$ cat src/rtl/k_lsu_master_if.sv
// k_lsu_master_if: CPU request/response and word-memory signals of the LSU master.
interface k_lsu_master_if #(parameter int ADDR_W = 8);
  logic              K_req_valid;
  logic              K_req_write;
  logic [1:0]        K_req_size;
  logic              K_req_signed;
  logic [31:0]       K_req_addr;
  logic [31:0]       K_req_wdata;
  logic              K_req_ready;
  logic              K_resp_valid;
  logic [31:0]       K_resp_rdata;
  logic              K_resp_err;
  logic              K_mem_en;
  logic              K_MemWrite;
  logic [ADDR_W-1:0] K_mem_addr;
  logic [31:0]       K_mem_write_data;
  logic [31:0]       K_mem_read_data;
  modport master (
    input  K_req_valid, K_req_write, K_req_size, K_req_signed, K_req_addr, K_req_wdata, K_mem_read_data,
    output K_req_ready, K_resp_valid, K_resp_rdata, K_resp_err, K_mem_en, K_MemWrite, K_mem_addr, K_mem_write_data
  );
  modport slave (
    output K_req_valid, K_req_write, K_req_size, K_req_signed, K_req_addr, K_req_wdata, K_mem_read_data,
    input  K_req_ready, K_resp_valid, K_resp_rdata, K_resp_err, K_mem_en, K_MemWrite, K_mem_addr, K_mem_write_data
  );
endinterface

$ cat src/rtl/k_lsu_master.sv
// k_lsu_master: byte/half/word load-store unit over a one-cycle-latency word memory.
// Optional K_LSU_MISALIGN_CHECK_EN reports misaligned accesses as errors instead of aligning them.
module k_lsu_master #(
  parameter int ADDR_W = 8
) (
  input logic              K_clk,
  input logic              K_rst_n,
  k_lsu_master_if.master   bus
);
  typedef enum logic [2:0] {IDLE, RD, WT, WR, RESP} state_t;
  state_t            state_q, state_d;
  logic              write_q, signed_q;
  logic [1:0]        size_q, lane_q;
  logic [ADDR_W-1:0] addr_q;
  logic [31:0]       wdata_q, rdata_q;
  logic              accept, misalign;
  logic [1:0]        size_in, lane_in;
  logic [31:0]       sh_rd, load_val, mask, merged;
  assign accept   = (state_q == IDLE) && bus.K_req_valid;
  assign size_in  = bus.K_req_size[1] ? 2'd2 : bus.K_req_size;
  assign lane_in  = size_in == 2'd2 ? 2'd0 : size_in == 2'd1 ? {bus.K_req_addr[1], 1'b0} : bus.K_req_addr[1:0];
  assign sh_rd    = bus.K_mem_read_data >> {lane_q, 3'b000};
  assign load_val = size_q == 2'd2 ? bus.K_mem_read_data :
                    size_q == 2'd1 ? {{16{signed_q & sh_rd[15]}}, sh_rd[15:0]} :
                                     {{24{signed_q & sh_rd[7]}}, sh_rd[7:0]};
  assign mask     = (size_q == 2'd1 ? 32'h0000_FFFF : 32'h0000_00FF) << {lane_q, 3'b000};
  assign merged   = (bus.K_mem_read_data & ~mask) | (wdata_q & mask);
`ifdef K_LSU_MISALIGN_CHECK_EN
  logic err_q;
  assign misalign = (size_in == 2'd1 && bus.K_req_addr[0]) || (size_in == 2'd2 && bus.K_req_addr[1:0] != 2'd0);
  assign bus.K_resp_err = err_q && (state_q == RESP);
  always_ff @(posedge K_clk or negedge K_rst_n)
    if (!K_rst_n) err_q <= 1'b0;
    else if (accept) err_q <= misalign;
`else
  assign misalign = 1'b0;
  assign bus.K_resp_err = 1'b0;
`endif
  always_comb begin
    state_d = state_q;
    case (state_q)
      IDLE:    if (bus.K_req_valid) state_d = misalign ? RESP : (bus.K_req_write && size_in == 2'd2) ? WR : RD;
      RD:      state_d = WT;
      WT:      state_d = write_q ? WR : RESP;
      WR:      state_d = RESP;
      default: state_d = IDLE;
    endcase
  end
  always_ff @(posedge K_clk or negedge K_rst_n) begin
    if (!K_rst_n) begin
      state_q  <= IDLE;
      write_q  <= 1'b0;
      signed_q <= 1'b0;
      size_q   <= 2'd0;
      lane_q   <= 2'd0;
      addr_q   <= '0;
      wdata_q  <= '0;
      rdata_q  <= '0;
    end else begin
      state_q <= state_d;
      if (accept) begin
        write_q  <= bus.K_req_write;
        signed_q <= bus.K_req_signed;
        size_q   <= size_in;
        lane_q   <= lane_in;
        addr_q   <= bus.K_req_addr[ADDR_W+1:2];
        wdata_q  <= bus.K_req_wdata << {lane_in, 3'b000};
        if (misalign) rdata_q <= '0;
      end
      // Sub-word stores merge into the read word here so WR writes the whole word back.
      if (state_q == WT) begin
        if (write_q) wdata_q <= merged;
        else rdata_q <= load_val;
      end
      if (state_q == WR) rdata_q <= '0;
    end
  end
  assign bus.K_req_ready      = K_rst_n && (state_q == IDLE);
  assign bus.K_resp_valid     = state_q == RESP;
  assign bus.K_resp_rdata     = rdata_q;
  assign bus.K_mem_en         = (state_q == RD) || (state_q == WR);
  assign bus.K_MemWrite       = state_q == WR;
  assign bus.K_mem_addr       = addr_q;
  assign bus.K_mem_write_data = wdata_q;
endmodule

$ cat src/flat_wrapper.sv
// flat-port wrapper written by rule: the top's interface ports become plain ports
module k_lsu_master_flat 
#(
  parameter int ADDR_W = 8
)
  (K_clk, K_rst_n, bus_K_req_valid, bus_K_req_write, bus_K_req_size, bus_K_req_signed, bus_K_req_addr, bus_K_req_wdata, bus_K_mem_read_data, bus_K_req_ready, bus_K_resp_valid, bus_K_resp_rdata, bus_K_resp_err, bus_K_mem_en, bus_K_MemWrite, bus_K_mem_addr, bus_K_mem_write_data);
  k_lsu_master_if #(.ADDR_W(ADDR_W)) bus_i ();
  input logic K_clk;
  input logic K_rst_n;
  input wire logic [$bits(bus_i.K_req_valid)-1:0] bus_K_req_valid;
  input wire logic [$bits(bus_i.K_req_write)-1:0] bus_K_req_write;
  input wire logic [$bits(bus_i.K_req_size)-1:0] bus_K_req_size;
  input wire logic [$bits(bus_i.K_req_signed)-1:0] bus_K_req_signed;
  input wire logic [$bits(bus_i.K_req_addr)-1:0] bus_K_req_addr;
  input wire logic [$bits(bus_i.K_req_wdata)-1:0] bus_K_req_wdata;
  input wire logic [$bits(bus_i.K_mem_read_data)-1:0] bus_K_mem_read_data;
  output wire logic [$bits(bus_i.K_req_ready)-1:0] bus_K_req_ready;
  output wire logic [$bits(bus_i.K_resp_valid)-1:0] bus_K_resp_valid;
  output wire logic [$bits(bus_i.K_resp_rdata)-1:0] bus_K_resp_rdata;
  output wire logic [$bits(bus_i.K_resp_err)-1:0] bus_K_resp_err;
  output wire logic [$bits(bus_i.K_mem_en)-1:0] bus_K_mem_en;
  output wire logic [$bits(bus_i.K_MemWrite)-1:0] bus_K_MemWrite;
  output wire logic [$bits(bus_i.K_mem_addr)-1:0] bus_K_mem_addr;
  output wire logic [$bits(bus_i.K_mem_write_data)-1:0] bus_K_mem_write_data;
  assign bus_i.K_req_valid = bus_K_req_valid;
  assign bus_i.K_req_write = bus_K_req_write;
  assign bus_i.K_req_size = bus_K_req_size;
  assign bus_i.K_req_signed = bus_K_req_signed;
  assign bus_i.K_req_addr = bus_K_req_addr;
  assign bus_i.K_req_wdata = bus_K_req_wdata;
  assign bus_i.K_mem_read_data = bus_K_mem_read_data;
  assign bus_K_req_ready = bus_i.K_req_ready;
  assign bus_K_resp_valid = bus_i.K_resp_valid;
  assign bus_K_resp_rdata = bus_i.K_resp_rdata;
  assign bus_K_resp_err = bus_i.K_resp_err;
  assign bus_K_mem_en = bus_i.K_mem_en;
  assign bus_K_MemWrite = bus_i.K_MemWrite;
  assign bus_K_mem_addr = bus_i.K_mem_addr;
  assign bus_K_mem_write_data = bus_i.K_mem_write_data;
  k_lsu_master #(.ADDR_W(ADDR_W)) u_core (.K_clk(K_clk), .K_rst_n(K_rst_n), .bus(bus_i));
endmodule
$ cat config.mk
export PLATFORM = sky130hd
export DESIGN_NAME = k_lsu_master_flat
export DESIGN_NICKNAME = d
export VERILOG_FILES = /design/src/rtl/k_lsu_master_if.sv /design/src/rtl/k_lsu_master.sv /design/src/flat_wrapper.sv
export SDC_FILE = /design/constraint.sdc
export NUM_CORES = 1
export LEC_CHECK = 0
export BUFFER_PORTS_ARGS = -buffer_cell sky130_fd_sc_hd__buf_2
export CORE_ASPECT_RATIO = 0.5
export CORE_MARGIN = 5
export CORE_UTILIZATION = 50
export DETAILED_ROUTE_END_ITERATION = 8
export PLACE_DENSITY = 0.81
export SLEW_MARGIN = 0
export SYNTH_ARGS = -nofsm -noshare
export SYNTH_HDL_FRONTEND = slang
export SYNTH_SLANG_ARGS = --single-unit
$ cat constraint.sdc
create_clock -name K_clk -period 2.26 [get_ports K_clk]
set_input_delay 0.339 -clock K_clk [delete_from_list [all_inputs] [get_ports K_clk]]
set_output_delay 0.339 -clock K_clk [all_outputs]
set_load 0.005 [all_outputs]
==> results of run 1 <==
per-layer routing:
metal,vias up,global-route usage [%],routed length [um]
li1,2246,-,-
met1,2330,36.6,6720
met2,309,41.6,7230
met3,25,8.55,1920
met4,0,6.73,254
met5,-,0,0
per-stage QoR:
step | setup slack (ns) | util (%) | cells | total power [mW] | area (um2)
after detailed placement | 0.360 | 60.9 | 794 | 6.25 | 5740
final | 0.186 | 64.4 | 811 | 7.86 | 6060
after floorplan | 0.453 | - | 528 | 4.82 | 4810
after global routing | 0.170 | 64.4 | 811 | 8.35 | 6060
after global placement | 0.404 | 60.9 | 794 | 6.15 | 5740
after CTS | 0.279 | 64.4 | 811 | 7.83 | 6060
worst register-to-register path: cells and delay by family (launching register included):
kind | cells | cell delay (ns)
buf+inv | 1 | 0.21
simple gates | 1 | 0.58
compound gates | 3 | 0.76
flops | 1 | 0.38
repair_timing:
item,in CTS,in global routing
hold buffers,1,0
hold endpoints to repair,22,0
gates resized for setup,0,0
cells by family (layout without fill, tap and decap cells):
logic type / Yosys count / in the layout
AND/OR/NAND/NOR: 162 / 162
AO/OA/AOI/OAI: 193 / 193
multiplexers: 31 / 31
buffers and inverters: 60 / 208
flip-flops: 81 / 81
other: 1 / 1
how the worst max path moves through the flow:
| stage | startpoint | end | slack, ns | cells after the start |
|---|---|---|---|---|
| floorplan | u_core.state_q[1]$_DFFE_PN0P_ | flop | 0.45 | 6 |
| global placement | bus_K_req_size[0] | flop | 0.40 | 5 |
| detailed placement | u_core.state_q[0]$_DFFE_PN0P_ | flop | 0.36 | 4 |
| CTS | K_rst_n | bus_K_req_ready | 0.28 | 4 |
| global route | K_rst_n | bus_K_req_ready | 0.17 | 4 |
| finish | u_core.size_q[0]$_DFFE_PN0N_ | u_core.bus.K_resp_rdata[11]$_DFFE_PN0P_ | 0.19 | 5 |
Yosys cell counts (2+ instances only):
| master | count | area, um2 |
|---|---|---|
| nand2b_1 | 9 | 56.3 |
| inv_1 | 10 | 37.5 |
| buf_2 | 18 | 90.1 |
| o21ai_0 | 41 | 205 |
| o32ai_1 | 6 | 52.6 |
| and2_1 | 2 | 12.5 |
| o2111ai_1 | 17 | 149 |
| o211ai_1 | 40 | 300 |
| a32oi_1 | 9 | 78.8 |
| nand2_1 | 110 | 413 |
| a22o_1 | 9 | 78.8 |
| mux2i_1 | 21 | 210 |
| a221o_2 | 2 | 22.5 |
| buf_1 | 3 | 11.3 |
| o22ai_1 | 2 | 12.5 |
| a211o_1 | 7 | 61.3 |
| o221ai_1 | 7 | 61.3 |
| a21oi_1 | 28 | 140 |
| nor2b_1 | 20 | 125 |
| mux2_2 | 9 | 101 |
| a311oi_1 | 8 | 70.1 |
| a21o_1 | 2 | 15.0 |
| nor2_1 | 5 | 18.8 |
| clkbuf_1 | 24 | 90.1 |
| nand3b_1 | 2 | 15.0 |
| a22oi_1 | 8 | 60.1 |
| buf_6 | 3 | 33.8 |
| dfrtp_1 | 81 | 2030 |
cell type report:
cell class	instances	area share (%)
multi-input cells	387	41.6
flip-flops and latches	81	33.5
repair buffers	182	16.4
clock buffers	11	3.84
well taps	135	2.79
clock inverters	5	1.32
inverters	10	0.619
power groups by stage:
stage	clock network [mW]	logic, mW	registers (mW)
floorplan	0	2.35	2.47
global placement	0	3.70	2.45
detailed placement	0	3.79	2.46
CTS	1.57	3.81	2.45
global route	1.63	4.20	2.53
finish	1.56	3.84	2.46
==> flow_summary.json, run 1 <==
{
  "status": "finished, final reports clean",
  "antenna_left": 0,
  "min_path_cells": 3,
  "ys_ff_latch": 81,
  "final_cell_mix": "155 x buf_2, 110 x nand2_1, 81 x dfrtp_1",
  "ys.flop_type": "dfrtp_1",
  "synth-simple-area-share_pct": 16.4,
  "grt_max_degree": 50,
  "nNetsFinal": 774,
  "cts_sinks": 81,
  "grt_pass1_wl_mm": 24.9,
  "clock.fmax_mhz": 482,
  "pwr-share-comb_pct": 48.9,
  "antenna_found_initial": 0,
  "place.gp.congestion": 0.879,
  "finClkSkew_ns": 0.00531,
  "hp-class": "in2reg",
  "slowest_delay_ns": 0.58,
  "synth_edf_count": 0,
  "core_mm2": 0.00942,
  "dieWidth_um": 149,
  "path_class": "reg2reg",
  "r2r_start": "u_core.size_q[0]$_DFFE_PN0N_",
  "p_seq_share_pct": 31.3,
  "synthMuxAreaShare_pct": 6.95,
  "clkTransAtPathRegs_ns": 0.06,
  "num_io_pins": 180,
  "p_leak_nw": 2.78,
  "cts_buffer_depth": 2,
  "num_vias": 4910,
  "synth_compound_area_share_pct": 28.7,
  "crit_family": "compound AO/OA/AOI/OAI gates",
  "hpwl_mm": 11.7,
  "numPortBuffers": 156,
  "seq_area_frac_synth_pct": 42.2,
  "final_common_cell": "buf_2",
  "drtPass1Iterations": 5,
  "drive_above_1_share_pct": 32.2,
  "core.rowCount": 25,
  "switchingPower_mw": 3.26,
  "power.share.clock_pct": 19.9,
  "swShare_pct": 41.5,
  "worst-path-max-fanout": 20,
  "post-cts-setup-buffers": 0,
  "drtIter0Drc": 672,
  "drc": 0,
  "min_to": "u_core.bus.K_mem_addr[4]$_DFFE_PN0N_",
  "finalCritPeriodShare_pct": 91.8,
  "cts_buffers": 9,
  "setup_viol": 0,
  "synth.cell_area_mm2": 0.00481,
  "cts-htree-levels": 3,
  "worstHoldStart": "bus_K_req_addr[6]",
  "wl_mm": 16.1,
  "finalHoldViolCount": 0,
  "die_h_um": 79.3,
  "cap_violations": 0,
  "cts-root-buf": "clkbuf_16",
  "netlist_instances": 528,
  "routedWlPerCell_um": 19.9,
  "r2r_slack_ns": 0.19,
  "fin_tns_setup_ns": 0,
  "synth_top_family_by_area": "compound AO/OA/AOI/OAI gates",
  "path_buf_inv": 1,
  "p_int_mw": 4.60,
  "cp.arrival_ns": 2.26,
  "multi_input_area_mm2": 0.00252,
  "async_flop_share_pct": 100,
  "startpoint_type": "flop",
  "r2r_end": "u_core.bus.K_resp_rdata[11]$_DFFE_PN0P_",
  "track_usage_pct": 26.8,
  "viasPerCell": 6.05,
  "yosys_warnings": 0,
  "syn2layout_area_growth_pct": 26.1,
  "clk_latency_ns": 0.34,
  "required_ns": 2.45,
  "grt_pass1_vias": 4716,
  "r2r_cells": 5,
  "initial_core_util_pct": 51.1,
  "gr-total-overflow": 0,
  "endpoint_kind": "flop",
  "critPathSlowestCell": "nor2b_1",
  "slew_viol_final": 0,
  "rsz0062_at_grt": "false",
  "synth_xor_area_share_pct": 0,
  "relSlewSlack_pct": 52.9,
  "worstMarginPinSlew_ns": 0.705,
  "critPathMostFrequentCell": "o21ai_0",
  "holdWs_ns": 0.185,
  "die-area_mm2": 0.0118,
  "ir_drop_v": 0.000569,
  "worstPathCellList": "buf_4, nor2b_1, a21oi_1, o21ai_0, o21ai_0",
  "ys_types": 53,
  "regArea_mm2": 0.00203,
  "synth.avg_cell_area_um2": 9.10,
  "synth_nets": 631,
  "synth-adder-area-share_pct": 0,
  "fillers": 795,
  "period_needed_ns": 2.07,
  "cts_tree": "built",
  "n_antenna_cell": 0,
  "power-per-cell-area_mw_per_mm2": 1300
}
No activity file was read; power rests on OpenSTA's default activity.
==> run 2: changes to the inputs <==
--- a/config.mk
+++ b/config.mk
@@ -11,6 +11,7 @@
 export CORE_UTILIZATION = 50
 export DETAILED_ROUTE_END_ITERATION = 8
 export PLACE_DENSITY = 0.81
+export SETUP_SLACK_MARGIN = 0.2
 export SLEW_MARGIN = 0
 export SYNTH_ARGS = -nofsm -noshare
 export SYNTH_HDL_FRONTEND = slang
==> flow_summary.json, run 2 (same netlist as run 1, synthesis figures left out) <==
{
  "setup_viol": 0,
  "finClkSkew_ns": 0.00501,
  "worst_slack_ns": 0.306,
  "placed_cells": 794,
  "routedWlPerCell_um": 19.7,
  "track_usage_pct": 26.8,
  "rsz0062_at_grt": "false",
  "die_h_um": 79.3,
  "path_class": "reg2reg",
  "num_io_pins": 180,
  "cts_sinks": 81,
  "startpoint_type": "flop",
  "post-place-ws_ns": 0.360,
  "relSlewSlack_pct": 59.7,
  "cp.arrival_ns": 2.20,
  "dieWidth_um": 149,
  "grt_max_degree": 50,
  "final_common_cell": "buf_2",
  "core.rowCount": 25,
  "ir_drop_v": 0.000571,
  "antenna_left": 0,
  "clk_latency_ns": 0.33,
  "fillers": 792,
  "p_leak_nw": 2.78,
  "cts_tree": "built",
  "power-per-cell-area_mw_per_mm2": 1300,
  "gr-total-overflow": 0,
  "placed_cell_area_mm2": 0.00574,
  "drtPass1Iterations": 5,
  "grt_pass1_wl_mm": 24.9,
  "fin_area_mm2": 0.00607,
  "n_antenna_cell": 0,
  "status": "finished, final reports clean",
  "utilization_pct": 64.4,
  "nNetsFinal": 774,
  "hpwl_mm": 11.7,
  "syn2layout_area_growth_pct": 26.2,
  "fin_tns_setup_ns": 0,
  "cts_buffer_depth": 2,
  "grt_pass1_vias": 4716,
  "drc": 0,
  "finalCritPeriodShare_pct": 86.5,
  "cap_violations": 0,
  "clkTransAtPathRegs_ns": 0.06,
  "period_needed_ns": 1.95,
  "drtIter0Drc": 654,
  "regArea_mm2": 0.00203,
  "finalHoldViolCount": 0,
  "num_vias": 4954,
  "worstMarginPinSlew_ns": 0.601,
  "numPortBuffers": 156,
  "post-cts-setup-buffers": 0,
  "drive_above_1_share_pct": 32.4,
  "required_ns": 2.51,
  "initial_core_util_pct": 51.1,
  "worst-path-max-fanout": 8,
  "clock.fmax_mhz": 512,
  "cts-htree-levels": 3,
  "die-area_mm2": 0.0118,
  "place.gp.congestion": 0.879,
  "hp-class": "in2reg",
  "antenna_found_initial": 0,
  "multi_input_area_mm2": 0.00252,
  "cts_buffers": 9,
  "endpoint_kind": "flop",
  "viasPerCell": 6.11,
  "core_mm2": 0.00942,
  "layout.cells.non_filler": 811,
  "slew_viol_final": 0,
  "wl_mm": 16.0,
  "final_cell_mix": "155 x buf_2, 110 x nand2_1, 81 x dfrtp_1",
  "cts-root-buf": "clkbuf_16"
}
-- run 2: cell counts in the layout (fill, tap and decap cells not counted) --
Identical to the previous run, type by type.
-- run 2: worst paths after layout --
check                                                          endpoint  slack (ns)                            startpoint  cells past startpoint
worst max-delay path                                               flop        0.31         u_core.state_q[0]$_DFFE_PN0P_                      4
worst min-delay path               u_core.bus.K_mem_addr[4]$_DFFE_PN0N_        0.19                     bus_K_req_addr[6]                      3
worst max register to register                                     flop        0.31         u_core.state_q[0]$_DFFE_PN0P_                      4
worst min register to register     u_core.bus.K_mem_addr[5]$_DFFE_PN0N_        0.47  u_core.bus.K_mem_addr[5]$_DFFE_PN0N_                      2
max in group asynchronous       u_core.bus.K_resp_rdata[20]$_DFFE_PN0P_        1.16                               K_rst_n                      3
min in group asynchronous          u_core.bus.K_mem_addr[2]$_DFFE_PN0N_        0.41                               K_rst_n                      2
-- run 2: worst max-delay path: stages (launching register included) --
cell and delay [ns]:
dfrtp_1 0.38, or4b_4 0.61, nor3_2 0.53, a22oi_1 0.20, o211ai_1 0.13
-- run 2: where the power goes --
group | switching, mW | leakage [nW] | internal [mW]
clock network | 0.591 | 0.146 | 0.967
logic | 2.29 | 1.61 | 1.55
registers | 0.375 | 1.03 | 2.08
total | 3.25 | 2.78 | 4.60
-- run 2: layout make-up --
| cell class | instances | area share (%) |
|---|---|---|
| multi-input combinational | 387 | 41.6 |
| sequential | 81 | 33.4 |
| timing repair buffer | 182 | 16.4 |
| clock buffer | 11 | 3.84 |
| tap | 135 | 2.78 |
| clock inverter | 5 | 1.32 |
| inverter | 10 | 0.619 |
-- run 2: what timing repair did --
item / in CTS / in global routing
endpoints found under the setup margin: 0 / 2
hold buffers: 1 / 0
gates resized for setup: 0 / 2
hold endpoints to repair: 22 / 0
-- run 2: metrics by stage --
step	power (mW)	hold slack, ns
after floorplan	4.82	0.0434
after global placement	6.15	0.260
after detailed placement	6.25	0.262
after CTS	7.83	0.183
after global routing	8.36	0.187
final	7.86	0.185
-- run 2: metal layers --
layer,vias up,GRT usage (%),wire length [um]
met4,0,6.73,252
met1,2363,36.6,6630
met3,26,8.55,1950
met2,313,41.6,7180
li1,2252,-,-
met5,-,0,0
==> run 3: changes to the inputs <==
--- a/config.mk
+++ b/config.mk
@@ -6,13 +6,15 @@
 export NUM_CORES = 1
 export LEC_CHECK = 0
 export BUFFER_PORTS_ARGS = -buffer_cell sky130_fd_sc_hd__buf_2
+export CAP_MARGIN = 20
 export CORE_ASPECT_RATIO = 0.5
 export CORE_MARGIN = 5
-export CORE_UTILIZATION = 50
+export CORE_UTILIZATION = 51
+export CTS_BUF_LIST = sky130_fd_sc_hd__clkbuf_8
 export DETAILED_ROUTE_END_ITERATION = 8
-export PLACE_DENSITY = 0.81
+export PLACE_DENSITY = 0.82
 export SETUP_SLACK_MARGIN = 0.2
-export SLEW_MARGIN = 0
+export SLEW_MARGIN = 20
 export SYNTH_ARGS = -nofsm -noshare
 export SYNTH_HDL_FRONTEND = slang
 export SYNTH_SLANG_ARGS = --single-unit
==> flow_summary.json, run 3 (same netlist as run 1, synthesis figures left out) <==
{
  "numPortBuffers": 156,
  "num_io_pins": 180,
  "finalCritPeriodShare_pct": 86.2,
  "cts_buffers": 9,
  "drtPass1Iterations": 6,
  "cts-root-buf": "clkbuf_8",
  "routedWlPerCell_um": 19.8,
  "die-area_mm2": 0.0116,
  "p_leak_nw": 2.74,
  "cts_sinks": 81,
  "die_h_um": 78.7,
  "grt_max_degree": 50,
  "cts_tree": "built",
  "core.rowCount": 25,
  "initial_core_util_pct": 51.6,
  "cp.arrival_ns": 2.25,
  "final_common_cell": "buf_2",
  "setup_viol": 0,
  "grt_pass1_wl_mm": 25.1,
  "status": "finished, final reports clean",
  "holdWs_ns": 0.155,
  "layout.cells.non_filler": 796,
  "switchingPower_mw": 3.19,
  "grt_pass1_vias": 4673,
  "fillers": 803,
  "period_needed_ns": 1.95,
  "viasPerCell": 6.06,
  "final_cell_mix": "155 x buf_2, 110 x nand2_1, 80 x dfrtp_1",
  "p_seq_share_pct": 33.3,
  "startpoint_type": "flop",
  "required_ns": 2.56,
  "endpoint_kind": "flop",
  "dieWidth_um": 147,
  "path_class": "reg2reg",
  "wl_mm": 15.8,
  "slew_viol_final": 0,
  "ir_drop_v": 0.000492,
  "hp-class": "in2reg",
  "placed_cells": 780,
  "gr-total-overflow": 0,
  "clock.fmax_mhz": 514,
  "n_antenna_cell": 0,
  "antenna_left": 0,
  "cts_buffer_depth": 2,
  "relSlewSlack_pct": 61.8,
  "clk_latency_ns": 0.36,
  "finClkSkew_ns": 0.00736,
  "antenna_found_initial": 0,
  "worstMarginPinSlew_ns": 0.571,
  "p_int_mw": 4.19,
  "drive_above_1_share_pct": 32.6,
  "num_vias": 4826,
  "drtIter0Drc": 568,
  "clkTransAtPathRegs_ns": 0.08,
  "multi_input_area_mm2": 0.00252,
  "power.share.clock_pct": 14.6,
  "regArea_mm2": 0.00203,
  "rsz0062_at_grt": "false",
  "nNetsFinal": 774,
  "fin_tns_setup_ns": 0,
  "pwr-share-comb_pct": 52.0,
  "cts-htree-levels": 3,
  "drc": 0,
  "track_usage_pct": 27.3,
  "swShare_pct": 43.2,
  "core_mm2": 0.00932,
  "power-per-cell-area_mw_per_mm2": 1240,
  "worst-path-max-fanout": 9,
  "syn2layout_area_growth_pct": 23.5,
  "finalHoldViolCount": 0,
  "place.gp.congestion": 0.924,
  "cap_violations": 0,
  "hpwl_mm": 11.6
}
-- run 3: cell count changes in the layout (fill, tap and decap cells not counted), sizes merged --
| cell | previous run | this run |
|---|---|---|
| clkinvlp | 2 | 0 |
| inv | 10 | 11 |
| clkinv | 1 | 2 |
| bufinv | 2 | 1 |
-- run 3: worst paths after layout --
path | slack, ns | depth (start not counted) | end | from
setup / recovery | 0.31 | 4 | flop | u_core.state_q[0]$_DFFE_PN0P_
hold / removal | 0.16 | 3 | u_core.bus.K_mem_addr[5]$_DFFE_PN0N_ | bus_K_req_addr[7]
setup reg to reg | 0.31 | 4 | flop | u_core.state_q[0]$_DFFE_PN0P_
hold reg to reg | 0.48 | 2 | u_core.bus.K_mem_addr[0]$_DFFE_PN0N_ | u_core.bus.K_mem_addr[0]$_DFFE_PN0N_
max in group asynchronous | 1.15 | 3 | u_core.bus.K_resp_rdata[16]$_DFFE_PN0P_ | K_rst_n
min in group asynchronous | 0.38 | 2 | u_core.bus.K_mem_addr[0]$_DFFE_PN0N_ | K_rst_n
-- run 3: final cells by class --
class	count	share of cell area [%]
multi-input combinational	387	42.5
sequential	81	34.2
timing repair buffer	182	16.9
clock buffer	11	2.55
tap	121	2.55
clock inverter	4	0.738
inverter	10	0.633
-- run 3: per-layer routing --
layer  vias to the layer above  GRT usage, %  wire length [um]  part of all wire (%)
li1                       2255             -                 -                     -
met1                      2306          38.9              6970                    44
met2                       240          40.6              6970                    44
met3                        25          8.65              1600                    10
met4                         0          6.32               235                   1.5
met5                         -             0                 0                     0
-- run 3: power groups by stage --
stage	combinational, mW	clock, mW	sequential (mW)
floorplan	2.35	0	2.47
global placement	3.71	0	2.45
detailed placement	3.79	0	2.47
CTS	3.81	1.10	2.44
global route	4.24	1.16	2.53
finish	3.84	1.08	2.46
-- run 3: repair_timing --
item                                    4_1_cts  5_1_grt
hold buffers                                  1        0
resized for setup                             0        4
endpoints found under the setup margin        0       31
hold endpoints to repair                     20        0
buffers inserted                              0        0
-- run 3: per-stage QoR --
stage	power, mW	instance area, um2	setup slack [ns]	util, %
2_1_floorplan	4.82	4810	0.453	-
3_3_place_gp	6.16	5720	0.314	61.4
3_5_place_dp	6.26	5720	0.249	61.4
4_1_cts	7.35	5920	0.216	63.6
5_1_grt	7.94	5930	0.242	63.7
6_report	7.37	5930	0.313	63.7
-- run 3: worst max-delay path: stages, from the launching register on --
cell and delay (ns):
dfrtp_1 0.39, or4b_4 0.62, or2_0 0.42, o32ai_1 0.30, a211o_1 0.15
